$ cat config.mk
export PLATFORM = sky130hd
export DESIGN_NAME = branch_sequencer
export DESIGN_NICKNAME = d
export VERILOG_FILES = /design/src/rtl/kgp_branch_pkg.sv /design/src/rtl/ras_stack.sv /design/src/rtl/branch_sequencer.sv
export SDC_FILE = /design/constraint.sdc
export NUM_CORES = 1
export LEC_CHECK = 0
export CORE_MARGIN = 5
export CORE_UTILIZATION = 30
export CTS_CLUSTER_SIZE = 14
export DETAILED_ROUTE_END_ITERATION = 7
export PLACE_DENSITY = 0.48
export REMOVE_ABC_BUFFERS = 1
export SLEW_MARGIN = 10
export SYNTH_ARGS = -nofsm -noshare
export SYNTH_HDL_FRONTEND = slang
export SYNTH_SLANG_ARGS = --single-unit
$ cat constraint.sdc
create_clock -name clk -period 5 [get_ports clk]
set_clock_uncertainty 0.1 [all_clocks]
set_input_delay 0.75 -clock clk [delete_from_list [all_inputs] [get_ports clk]]
set_output_delay 0.75 -clock clk [all_outputs]
set_load 0.02 [all_outputs]
$ cat src/rtl/kgp_branch_pkg.sv
// Shared opcode/condition encodings, sequencer state type and the
// branch-condition evaluator used by branch_sequencer.
package kgp_branch_pkg;

  localparam logic [2:0] OPC_BRANCH = 3'b011;
  localparam logic [2:0] OPC_JUMP   = 3'b100;

  localparam logic [3:0] FC_JMP  = 4'd0;
  localparam logic [3:0] FC_Z    = 4'd1;
  localparam logic [3:0] FC_NZ   = 4'd2;
  localparam logic [3:0] FC_C    = 4'd3;
  localparam logic [3:0] FC_NC   = 4'd4;
  localparam logic [3:0] FC_S    = 4'd5;
  localparam logic [3:0] FC_NS   = 4'd6;
  localparam logic [3:0] FC_V    = 4'd7;
  localparam logic [3:0] FC_NV   = 4'd8;
  localparam logic [3:0] FC_CALL = 4'd9;
  localparam logic [3:0] FC_RET  = 4'd10;

  typedef enum logic [1:0] {
    ST_RUN   = 2'd0,
    ST_FLUSH = 2'd1,
    ST_HALT  = 2'd2
  } seq_state_t;

  // Branch-group condition; fcodes 11-15 are reserved and never taken.
  function automatic logic cond_taken(input logic [3:0] fc,
                                      input logic c, input logic z,
                                      input logic v, input logic s);
    logic t;
    t = 1'b0;
    case (fc)
      FC_JMP:  t = 1'b1;
      FC_Z:    t = z;
      FC_NZ:   t = ~z;
      FC_C:    t = c;
      FC_NC:   t = ~c;
      FC_S:    t = s;
      FC_NS:   t = ~s;
      FC_V:    t = v;
      FC_NV:   t = ~v;
      FC_CALL: t = 1'b1;
      FC_RET:  t = 1'b1;
      default: t = 1'b0;
    endcase
    return t;
  endfunction

endpackage

$ cat src/rtl/ras_stack.sv
// Circular return-address stack. A push onto a full stack overwrites the
// oldest entry and leaves the count saturated. Entry storage is not reset.
module ras_stack #(
  parameter int DEPTH = 4,
  parameter int W     = 8,
  localparam int PTR_W = $clog2(DEPTH),
  localparam int CNT_W = PTR_W + 1
) (
  input  logic             clk,
  input  logic             rst_n,
  input  logic             push,
  input  logic             pop,
  input  logic [W-1:0]     push_data,
  output logic [W-1:0]     top,
  output logic [CNT_W-1:0] count,
  output logic             full,
  output logic             empty
);

  logic [W-1:0]     mem_q [DEPTH];
  logic [PTR_W-1:0] wp_q, wp_d;
  logic [PTR_W-1:0] wp_prev;
  logic [CNT_W-1:0] cnt_q, cnt_d;

  assign wp_prev = wp_q - PTR_W'(1);
  assign top     = mem_q[wp_prev];
  assign count   = cnt_q;
  assign full    = (cnt_q == CNT_W'(DEPTH));
  assign empty   = (cnt_q == '0);

  // Pointer and occupancy update; with a full stack wp already addresses the oldest slot.
  always_comb begin
    wp_d  = wp_q;
    cnt_d = cnt_q;
    if (push) begin
      wp_d = wp_q + PTR_W'(1);
      if (!full) cnt_d = cnt_q + CNT_W'(1);
    end else if (pop && !empty) begin
      wp_d  = wp_prev;
      cnt_d = cnt_q - CNT_W'(1);
    end
  end

  // Pointer/count registers.
  always_ff @(posedge clk or negedge rst_n) begin
    if (!rst_n) begin
      wp_q  <= '0;
      cnt_q <= '0;
    end else begin
      wp_q  <= wp_d;
      cnt_q <= cnt_d;
    end
  end

  // Entry storage, deliberately left out of reset.
  always_ff @(posedge clk) begin
    if (push) mem_q[wp_q] <= push_data;
  end

endmodule

$ cat src/rtl/branch_sequencer.sv
// Program-counter owner and branch sequencer: decodes branch/jump ops against
// ALU flags, redirects the PC, raises a one-cycle flush and manages the RAS.
//
//   state    | meaning
//   ST_RUN   | normal fetch; evaluates a valid op each cycle
//   ST_FLUSH | redirect just taken; flush=1, incoming op ignored
//   ST_HALT  | RAS underflow; everything frozen until reset
module branch_sequencer
  import kgp_branch_pkg::*;
#(
  parameter int              PC_W      = 8,
  parameter int              RAS_DEPTH = 4,
  parameter logic [PC_W-1:0] RESET_PC  = '0
) (
  input  logic                         clk,
  input  logic                         rst_n,
  input  logic                         stall,
  input  logic                         instr_valid,
  input  logic [2:0]                   opcode,
  input  logic [3:0]                   fcode,
  input  logic [PC_W-1:0]              branch_addr,
  input  logic                         carry_flag,
  input  logic                         zero_flag,
  input  logic                         overflow_flag,
  input  logic                         sign_flag,
  output logic [PC_W-1:0]              pc,
  output logic                         flush,
  output logic [$clog2(RAS_DEPTH):0]   ras_count,
  output logic                         ras_overflow,
  output logic                         ras_underflow,
  output logic                         halted
);

  seq_state_t      state_q, state_d;
  logic [PC_W-1:0] pc_q, pc_d;
  logic            flush_q, flush_d;
  logic            ras_ovf_q, ras_ovf_d;
  logic            ras_unf_q, ras_unf_d;
  logic            halted_q, halted_d;

  logic            is_branch, is_jump, is_call, is_ret, taken;
  logic [PC_W-1:0] pc_inc;
  logic            ras_push, ras_pop, ras_full, ras_empty;
  logic [PC_W-1:0] ras_top;

  assign pc_inc = pc_q + PC_W'(1);

  // Condition decode for the op presented this cycle.
  always_comb begin
    is_branch = (opcode == OPC_BRANCH);
    is_jump   = (opcode == OPC_JUMP);
    is_call   = is_branch && (fcode == FC_CALL);
    is_ret    = is_branch && (fcode == FC_RET);
    taken     = is_jump ||
                (is_branch && cond_taken(fcode, carry_flag, zero_flag,
                                         overflow_flag, sign_flag));
  end

  ras_stack #(
    .DEPTH (RAS_DEPTH),
    .W     (PC_W)
  ) u_ras (
    .clk       (clk),
    .rst_n     (rst_n),
    .push      (ras_push),
    .pop       (ras_pop),
    .push_data (pc_inc),
    .top       (ras_top),
    .count     (ras_count),
    .full      (ras_full),
    .empty     (ras_empty)
  );

  // Sequencer next-state: stall freezes every register including the RAS.
  always_comb begin
    state_d   = state_q;
    pc_d      = pc_q;
    flush_d   = flush_q;
    ras_ovf_d = ras_ovf_q;
    ras_unf_d = ras_unf_q;
    halted_d  = halted_q;
    ras_push  = 1'b0;
    ras_pop   = 1'b0;
    if (!stall) begin
      case (state_q)
        ST_RUN: begin
          pc_d    = pc_inc;
          flush_d = 1'b0;
          if (instr_valid && taken) begin
            if (is_ret && ras_empty) begin
              // Nothing to return to: stop with the PC where it is.
              pc_d      = pc_q;
              ras_unf_d = 1'b1;
              halted_d  = 1'b1;
              state_d   = ST_HALT;
            end else begin
              pc_d     = is_ret ? ras_top : branch_addr;
              flush_d  = 1'b1;
              state_d  = ST_FLUSH;
              ras_push = is_call;
              ras_pop  = is_ret;
              if (is_call && ras_full) ras_ovf_d = 1'b1;
            end
          end
        end
        ST_FLUSH: begin
          pc_d    = pc_inc;
          flush_d = 1'b0;
          state_d = ST_RUN;
        end
        ST_HALT: begin
          flush_d = 1'b0;
        end
        default: begin
          state_d = ST_RUN;
          flush_d = 1'b0;
        end
      endcase
    end
  end

  // Sequencer registers.
  always_ff @(posedge clk or negedge rst_n) begin
    if (!rst_n) begin
      state_q   <= ST_RUN;
      pc_q      <= RESET_PC;
      flush_q   <= 1'b0;
      ras_ovf_q <= 1'b0;
      ras_unf_q <= 1'b0;
      halted_q  <= 1'b0;
    end else begin
      state_q   <= state_d;
      pc_q      <= pc_d;
      flush_q   <= flush_d;
      ras_ovf_q <= ras_ovf_d;
      ras_unf_q <= ras_unf_d;
      halted_q  <= halted_d;
    end
  end

  assign pc            = pc_q;
  assign flush         = flush_q;
  assign ras_overflow  = ras_ovf_q;
  assign ras_underflow = ras_unf_q;
  assign halted        = halted_q;

endmodule

# --- Yosys cells after proc, flatten, opt, wreduce, memory -nomap -nowiden ---
# Memory sizes are Yosys's and may differ from the RTL's.
# Cells that the tools add are included.
totals:
  reg_bits: 18
  mem_bits_rw: 32
  in_bits: 23
  output_inout_bits: 15
  memories: 1
op_classes:
  addsub: 5
  n_eq_ne: 18
  muxes: 26
  bitwise_logic: 7
  n_reduce_logical: 20
memory_table:
  columns: ["memory", "words", "width", "read_ports", "rd_clocked_by_memory_dff", "wr", "line", "text"]
  rows:
  - ["u_ras.mem_q", 4, 8, 1, 0, 1, "ras_stack.sv:20", "logic [W-1:0] mem_q [DEPTH];"]
ops:
  columns: ["op", "n"]
  rows:
  - ["2-to-1 mux 8 bit", 3]
  - ["== test 4 x 3 -> 1 bit, second input constant", 4]
  - ["case mux 8 bit (2 select lines)", 1]
  - ["2-to-1 mux 1 bit", 13]
  - ["== test 4 bit, second input constant", 3]
  - ["2-to-1 mux 3 bit", 3]
  - ["case mux 1 bit (9 select lines)", 1]
  - ["adder 8 x 1 -> 8 bit, second input constant", 1]
  - ["== test 4 x 2 -> 1 bit, second input constant", 2]
  - ["2-to-1 mux 2 bit", 4]
  - ["logical AND 1 bit", 7]
  - ["NOT 1 bit", 7]
  - ["== test 3 bit, second input constant", 2]
  - ["AND reduction 3 bit", 2]
  - ["AND reduction 5 bit", 1]
  - ["== test 4 x 1 -> 1 bit, second input constant", 1]
  - ["zero test 4 bit", 1]
  - ["inequality test 2 bit, second input constant", 2]
  - ["case mux 2 bit (2 select lines)", 1]
  - ["AND reduction 4 bit", 1]
  - ["nonzero test 2 bit", 2]
  - ["adder 3 x 1 -> 3 bit, second input constant", 1]
  - ["== test 3 x 2 -> 1 bit, second input constant", 1]
  - ["zero test 3 bit", 1]
  - ["11 further kinds", 11]

# --- Longest topological paths before layout ---
# Gate-level depths: netlist of the first run.
logic_depth:
  ltp_word: 12
  mapped_depth: 11
  depth_no_buf: 10

# --- Hierarchy ---
# Synthesis of the first run repeated with hierarchy kept, for this count alone.
hier_totals:
  cells_unflattened: 210
  hier_area_um2: 2620.0
by_module_without_submodules:
  columns: ["mod", "n_inst", "cells_each", "area_per_inst_um2", "seq_area_each_um2"]
  rows:
  - ["ras_stack", 1, 85, 1555.2, 1086.0]
  - ["branch_sequencer", 1, 125, 1064.8, 325.3]

# --- Worst setup path after synthesis of the first run ---
# Ideal clock, no wire load.
synth_timing:
  kind: "input-to-reg"
  startpoint: "input fcode[1]"
  endpoint: "register u_ras.cnt_q[2] (netlist: u_ras.count[2])"
  setup_time_ns: 0.143
  arrival_ns: 2.870
  setup_slack_ns: 1.887
  stages: 10
  n_path_buf: 1
  cell_sequence: "buf_6 mux2_2 o221ai_1 a41oi_2 nor3_1 inv_1 fa_1 a22o_1 a31oi_1 a31oi_1"
synth_between:
  elab_chain_len: 12
synth_rtl:
  columns: ["item", "line", "text"]
  rows:
  - ["start, declared", "branch_sequencer.sv:20", "input logic [3:0] fcode,"]
  - ["== test 4 bit (tied with other cells)", "kgp_branch_pkg.sv:32, branch_sequencer.sv:52", null]
  - ["OR reduction 3 bit (no source line)", null, null]
  - ["case mux 1 bit (9 select lines)", "kgp_branch_pkg.sv:32", "case (fc)"]
  - ["logical AND 1 bit", "branch_sequencer.sv:55", "(is_branch && cond_taken(fcode, carry_flag, zero_flag,"]
  - ["logical OR 1 bit", "branch_sequencer.sv:54", "taken = is_jump ||"]
  - ["logical AND 1 bit", "branch_sequencer.sv:89", "if (instr_valid && taken) begin"]
  - ["2-to-1 mux 1 bit", "branch_sequencer.sv:89", null]
  - ["2-to-1 mux 1 bit", "branch_sequencer.sv:85", "case (state_q)"]
  - ["2-to-1 mux 1 bit", "branch_sequencer.sv:84", "if (!stall) begin"]
  - ["logical AND 1 bit", "ras_stack.sv:38", "end else if (pop && !empty) begin"]
  - ["nonzero test 2 bit (no source line)", null, null]
  - ["AND reduction 2 bit (no source line)", null, null]
  - ["end signal, assigned", "ras_stack.sv:51", "cnt_q <= cnt_d;"]
  - ["end, declared", "ras_stack.sv:23", "logic [CNT_W-1:0] cnt_q, cnt_d;"]
# Parallel ways exist; a longest one is shown, timed or not.
# A chain may end at the register's enable or synchronous reset.

# --- Worst setup path after layout of the first run ---
# Ends and elaborated chain as after synthesis.

==> out/metrics.cfg, run 1 <==
[clock_network]
cts.sinks = 50
cts_tree = done
cts_inserted_buffers = 5
root_buffer = clkbuf_8
cts_post_setup_buffers_inserted = 0
cts_resized = 0
htree_levels = 2
clk_latency_ns = 0.31
cts.clk_slew.worst_paths_ns = 0.11
cts-hold-fix-buffers = 0
clockBufferDepth = 2

[power]
vdd_drop_max_uv = 120
p_seq_share_pct = 53.2
p_leak_nw = 1.16
p_comb_share_pct = 20.0
p_int_mw = 0.676
power_density_nw_per_um2 = 298
clkPwrFrac_pct = 26.8
p_total_mw = 0.963
switchingPower_mw = 0.287
switching_share_pct = 29.8

[worst_setup_path]
reg2reg_to = pc[4]
slowest_stage = clkdlybuf4s50_1
critPathKind = primary input to flip-flop
r2r_start = u_ras.wp_q[0]
critPathCaptureType = flip-flop
reg2regPathDepth = 6
reg2reg_slack_ns = 2.07
cp_common_cell = a31oi_1
arrival_ns = 3.82
worstPathRequired_ns = 5.09
max_stage_delay_ns = 0.61
cp_max_fo = 13
startpoint_type = primary input
crit_chain = clkdlybuf4s50_1, mux2_2, o221ai_1, a41oi_2, buf_4, nor3_1, inv_1, fa_1, a22o_1, a31oi_1, a31oi_1

[yosys]
synthCells = 205
syn_area_um2 = 2670
synth-xor-area-share_pct = 2.96
synth_compound_area_share_pct = 9.95
yosysWarnings = 0
synth-seq-cells = 50
synth_simple_gate_area_share_pct = 16.1
yosysSeqAreaShare_pct = 52.9
synth.largest_area_cell = edfxtp_1
synth.distinct_cells = 55
synth_top_cell_area_share_pct = 36.0
synth-edff-count = 32
synth.area.mux_share_pct = 11.9
async_flop_share_pct = 36.0
synth_top_family_by_area = simple AND/OR/NAND/NOR gates
synth_fa_ha_area_share_pct = 3.10
synth-main-ff-cell = edfxtp_1
synth.area.top_cells = edfxtp_1, dfrtp_1, mux4_2
avgSynthCellArea_um2 = 13.0

[routing]
post_drt_via_cell_ratio = 5.22
num_vias = 1833
routedWlPerCell_um = 18.5
ant_nets = 0
first_pass_iters = 4
route.detailed.drc = 0
drt_iter0_drc = 133
routed_wl_mm = 6.49

[finish]
layout.cells.most_common = clkdlybuf4s50_1
utilization_pct = 37.2
final_cells = 351
n_antenna_cell = 0
syn_to_final_growth_pct = 21.1
final_nets = 271
mostFrequentLayoutCells = clkdlybuf4s50_1, edfxtp_1, dfrtp_1
drive_gt1_share_pct = 14.8
stdcell_area_um2 = 3230

[worst_hold_path]
hold_start = ras_overflow
whs_path_depth = 1
worstHoldEndpoint = ras_overflow
hp-class = flip-flop to flip-flop

[sta]
finalSetupTns_ns = 0
holdWs_ns = 0.398
fmax_ghz = 0.268
fin_crit_ns = 3.73
slew_violations = 0
relSlewSlack_pct = 38.4
worstMarginPinSlew_ns = 0.921
rsz0062_at_grt = false
hold_viol = 0
layout_setup_ws_ns = 1.27
period_share_pct = 74.6
final-setup-viol-count = 0

[grt]
grt_pass1_vias = 1927
grt_max_degree = 19
grt_overflow_total = 0
grt_use_met1_pct = 17.5
grt_pass1_wl_mm = 10.7
busiest_layer = met2
use_met3_pct = 2.79
antenna_found_initial = 0
grt_use_total_pct = 12.4
met2_usage_pct = 19.7

[floorplan]
dieArea_um2 = 10900
io_pins = 38
fp.dieH_um = 104
start_util_pct = 30.7
die_w_um = 104
fp-row-count = 34
core-area_um2 = 8680

[placed_design]
gp_congestion = 0.785
dpl_worst_slack_ns = 0.942
dpl.cell_count = 343
placed_area_um2 = 3130
hpwl_mm = 4.72
io_buffers = 37

[run]
cap_violations = 0

[status]
status = completed

-- synthesized netlist by cell type, drive strengths merged (2+ instances only) --
master	instances
and2b	3
edfxtp	32
xor2	3
a22o	3
nor2	9
ha	5
a22oi	2
nand3	7
nand2b	3
o21ai	4
mux4	8
and2	6
o211ai	3
nor4	11
mux2	6
or2	2
buf	7
a31oi	3
and3	8
nor3	6
nor3b	2
clkbuf	2
xnor2	6
o2111ai	3
a311o	2
dfrtp	18
inv	7
nand2	7
o311ai	2
mux2i	7
-- worst max-delay path by stage --
stage | slack [ns] | from | to
after floorplan | 1.79 | fcode[1] | u_ras.count[2]
after global placement | 1.04 | fcode[1] | u_ras.count[2]
after detailed placement | 0.94 | fcode[1] | u_ras.count[2]
after CTS | 1.28 | fcode[1] | u_ras.count[2]
after global routing | 1.00 | fcode[1] | u_ras.count[2]
final | 1.27 | fcode[1] | u_ras.count[2]
-- kinds of logic after synthesis --
kind of cell / count (synthesis)
compound gates: 33
xor+xnor: 9
fa+ha+maj: 6
buf+inv: 16
flops: 50
mux: 21
simple gates: 70
-- power groups by stage --
stage	Sequential, mW	Combinational (mW)	Clock, mW
after floorplan	0.531	0.0876	0
after global placement	0.523	0.195	0
after detailed placement	0.523	0.195	0
after CTS	0.514	0.196	0.262
after global routing	0.519	0.212	0.284
final	0.513	0.193	0.258
-- worst max-delay path, delay by kind of cell --
family / cells / cell delay [ns]
buf+inv: 3 / 0.95
simple gates: 1 / 0.40
mux: 1 / 0.36
fa+ha+maj: 1 / 0.43
compound gates: 5 / 0.92
-- metal layers --
layer | vias to the layer above | routed length, um
met5 | - | 0
met4 | 0 | 56
met3 | 7 | 283
met2 | 40 | 3160
met1 | 908 | 2980
li1 | 878 | -
-- final cells by class --
cell class,count,area (um^2)
Sequential cell,50,1410
Clock buffer,5,68.8
Clock inverter,3,28.8
Fill cell,856,5450
Tap cell,108,135
Inverter,7,26.3
Timing Repair Buffer,39,385
Multi-Input combinational cell,139,1170
-- flip-flops by register name, indices dropped and copies added (netlist names) --
| register | count |
|---|---|
| flush | 1 |
| halted | 1 |
| pc | 8 |
| ras_overflow | 1 |
| state_q | 2 |
| u_ras.count | 3 |
| u_ras.mem_q | 32 |
| u_ras.wp_q | 2 |
No activity file was read; power rests on OpenSTA's default activity.
==> inputs of run 2 (changes only) <==
clock period = 3.5 ns   (was 5 ns; I/O delays follow)
==> run 2 against run 1 <==
- first-iteration DRC count increased by 12%
- worst hold slack worse by 0.0045 ns
- clock power increased by 65%
- sequential power up 42%
- critical path type unchanged
==> out/metrics.cfg, run 2 (synthesis gave the netlist of run 1 again) <==
[finish]
final_nets = 278
drive_gt1_share_pct = 17.2
n_antenna_cell = 0
nFillCells = 873
largest_register = u_ras.mem_q
syn_to_final_growth_pct = 23.8
mostFrequentLayoutCells = clkdlybuf4s50_1, edfxtp_1, dfrtp_1
layout.cells.most_common = clkdlybuf4s50_1
largest_register_ffs = 32

[floorplan]
io_pins = 38
fp.dieH_um = 104
die_w_um = 104
fp-row-count = 34
dieArea_um2 = 10900
start_util_pct = 30.7
core-area_um2 = 8680

[worst_setup_path]
r2r_start = u_ras.wp_q[0]
reg2reg_to = pc[4]
cp_common_cell = a31oi_1
cp-startpoint = fcode[0]
slowest_stage = clkdlybuf4s50_1
reg2regPathDepth = 7
worstPathRequired_ns = 3.58
crit_chain = clkdlybuf4s50_1, or2_2, o221ai_1, a41oi_2, nor3_1, inv_1, fa_1, a22o_1, a31oi_1, a31oi_1
critPathCaptureType = flip-flop
cp_max_fo = 8
arrival_ns = 3.10
critPathKind = primary input to flip-flop
max_stage_delay_ns = 0.51
startpoint_type = primary input
reg2reg_slack_ns = 1.03

[run]
cap_violations = 0

[clock_network]
cts.sinks = 50
cts_inserted_buffers = 5
clk_latency_ns = 0.31
cts_resized = 0
root_buffer = clkbuf_8
cts_post_setup_buffers_inserted = 0
cts_tree = done
clockBufferDepth = 2
cts.clk_slew.worst_paths_ns = 0.09
cts-hold-fix-buffers = 0
htree_levels = 2

[sta]
relSlewSlack_pct = 41.2
period_share_pct = 86.1
fmax_ghz = 0.332
final-setup-viol-count = 0
slew_violations = 0
holdWs_ns = 0.393
hold_viol = 0
rsz0062_at_grt = false
fin_crit_ns = 3.02
finalSetupTns_ns = 0
worstMarginPinSlew_ns = 0.879

[placed_design]
hpwl_mm = 4.71
gp_congestion = 0.804
io_buffers = 37

[power]
vdd_drop_max_uv = 183
clkPwrFrac_pct = 29.6
p_comb_share_pct = 19.6
p_leak_nw = 1.20
switching_share_pct = 27.9
power_density_nw_per_um2 = 436
p_int_mw = 1.04
p_seq_share_pct = 50.8
switchingPower_mw = 0.401

[routing]
ant_nets = 0
first_pass_iters = 4
drt_iter0_drc = 149
routed_wl_mm = 6.55
post_drt_via_cell_ratio = 5.29
route.detailed.drc = 0
num_vias = 1893
routedWlPerCell_um = 18.3

[grt]
grt_pass1_vias = 1945
grt_overflow_total = 0
grt_max_degree = 19
grt_pass1_wl_mm = 10.5
antenna_found_initial = 0
grt_use_total_pct = 12.2

[worst_hold_path]
hold_start = ras_overflow
whs_path_depth = 1
worstHoldEndpoint = ras_overflow
hp-class = flip-flop to flip-flop

[status]
status = completed

[run 2: cell count changes in the layout (fill, tap and decap cells not counted)]
cell	previous run	this run
inv_6	1	2
bufinv_16	0	1
inv_8	1	0
buf_4	2	9
clkinv_4	1	0
[run 2: final cells by class]
class                   count  area (um^2)  share of cell area (%)
clock buffers               5         68.8                    2.08
clock inverters             3         47.5                    1.44
inverters                   7         26.3                   0.796
multi-input cells         139         1170                    35.6
flip-flops and latches     50         1410                    42.8
well taps                 108          135                    4.09
repair buffers             46          438                    13.3
[run 2: worst max path at each step]
stage / to / slack [ns] / depth (start not counted)
3_5_place_dp: u_ras.count[2] / 0.19 / 10
3_3_place_gp: u_ras.count[2] / 0.25 / 10
5_1_grt: u_ras.count[2] / 0.31 / 11
2_1_floorplan: u_ras.count[2] / 0.51 / 9
6_report: u_ras.count[2] / 0.48 / 10
4_1_cts: u_ras.count[2] / 0.51 / 10
[run 2: power by group through the flow]
stage / registers (mW) / clock network (mW) / logic, mW
3_3_place_gp: 0.744 / 0 / 0.284
3_5_place_dp: 0.744 / 0 / 0.285
6_report: 0.731 / 0.425 / 0.282
2_1_floorplan: 0.759 / 0 / 0.125
5_1_grt: 0.735 / 0.458 / 0.307
4_1_cts: 0.731 / 0.437 / 0.286
[run 2: worst max-delay path, delay by kind of cell]
family	cells	cell delay [ns]
adders and majority gates	1	0.42
buffers and inverters	2	0.61
AOI/OAI and AO/OA	5	0.94
and+or+nand+nor	2	0.59
[run 2: per-layer routing]
metal / GRT usage (%) / wire length [um]
met4: 4.07 / 102
met3: 2.36 / 242
met1: 16.9 / 3120
met5: 0 / 0
met2: 19.1 / 3080
[run 2: per-stage QoR]
step | util [%] | power [mW] | instances | setup slack (ns) | area [um^2]
6_report | 38.0 | 1.44 | 358 | 0.485 | 3300
2_1_floorplan | - | 0.884 | 196 | 0.511 | 2610
4_1_cts | 38.0 | 1.45 | 358 | 0.506 | 3300
5_1_grt | 38.0 | 1.50 | 358 | 0.309 | 3300
3_5_place_dp | 36.7 | 1.03 | 350 | 0.189 | 3180
3_3_place_gp | 36.7 | 1.03 | 350 | 0.248 | 3180
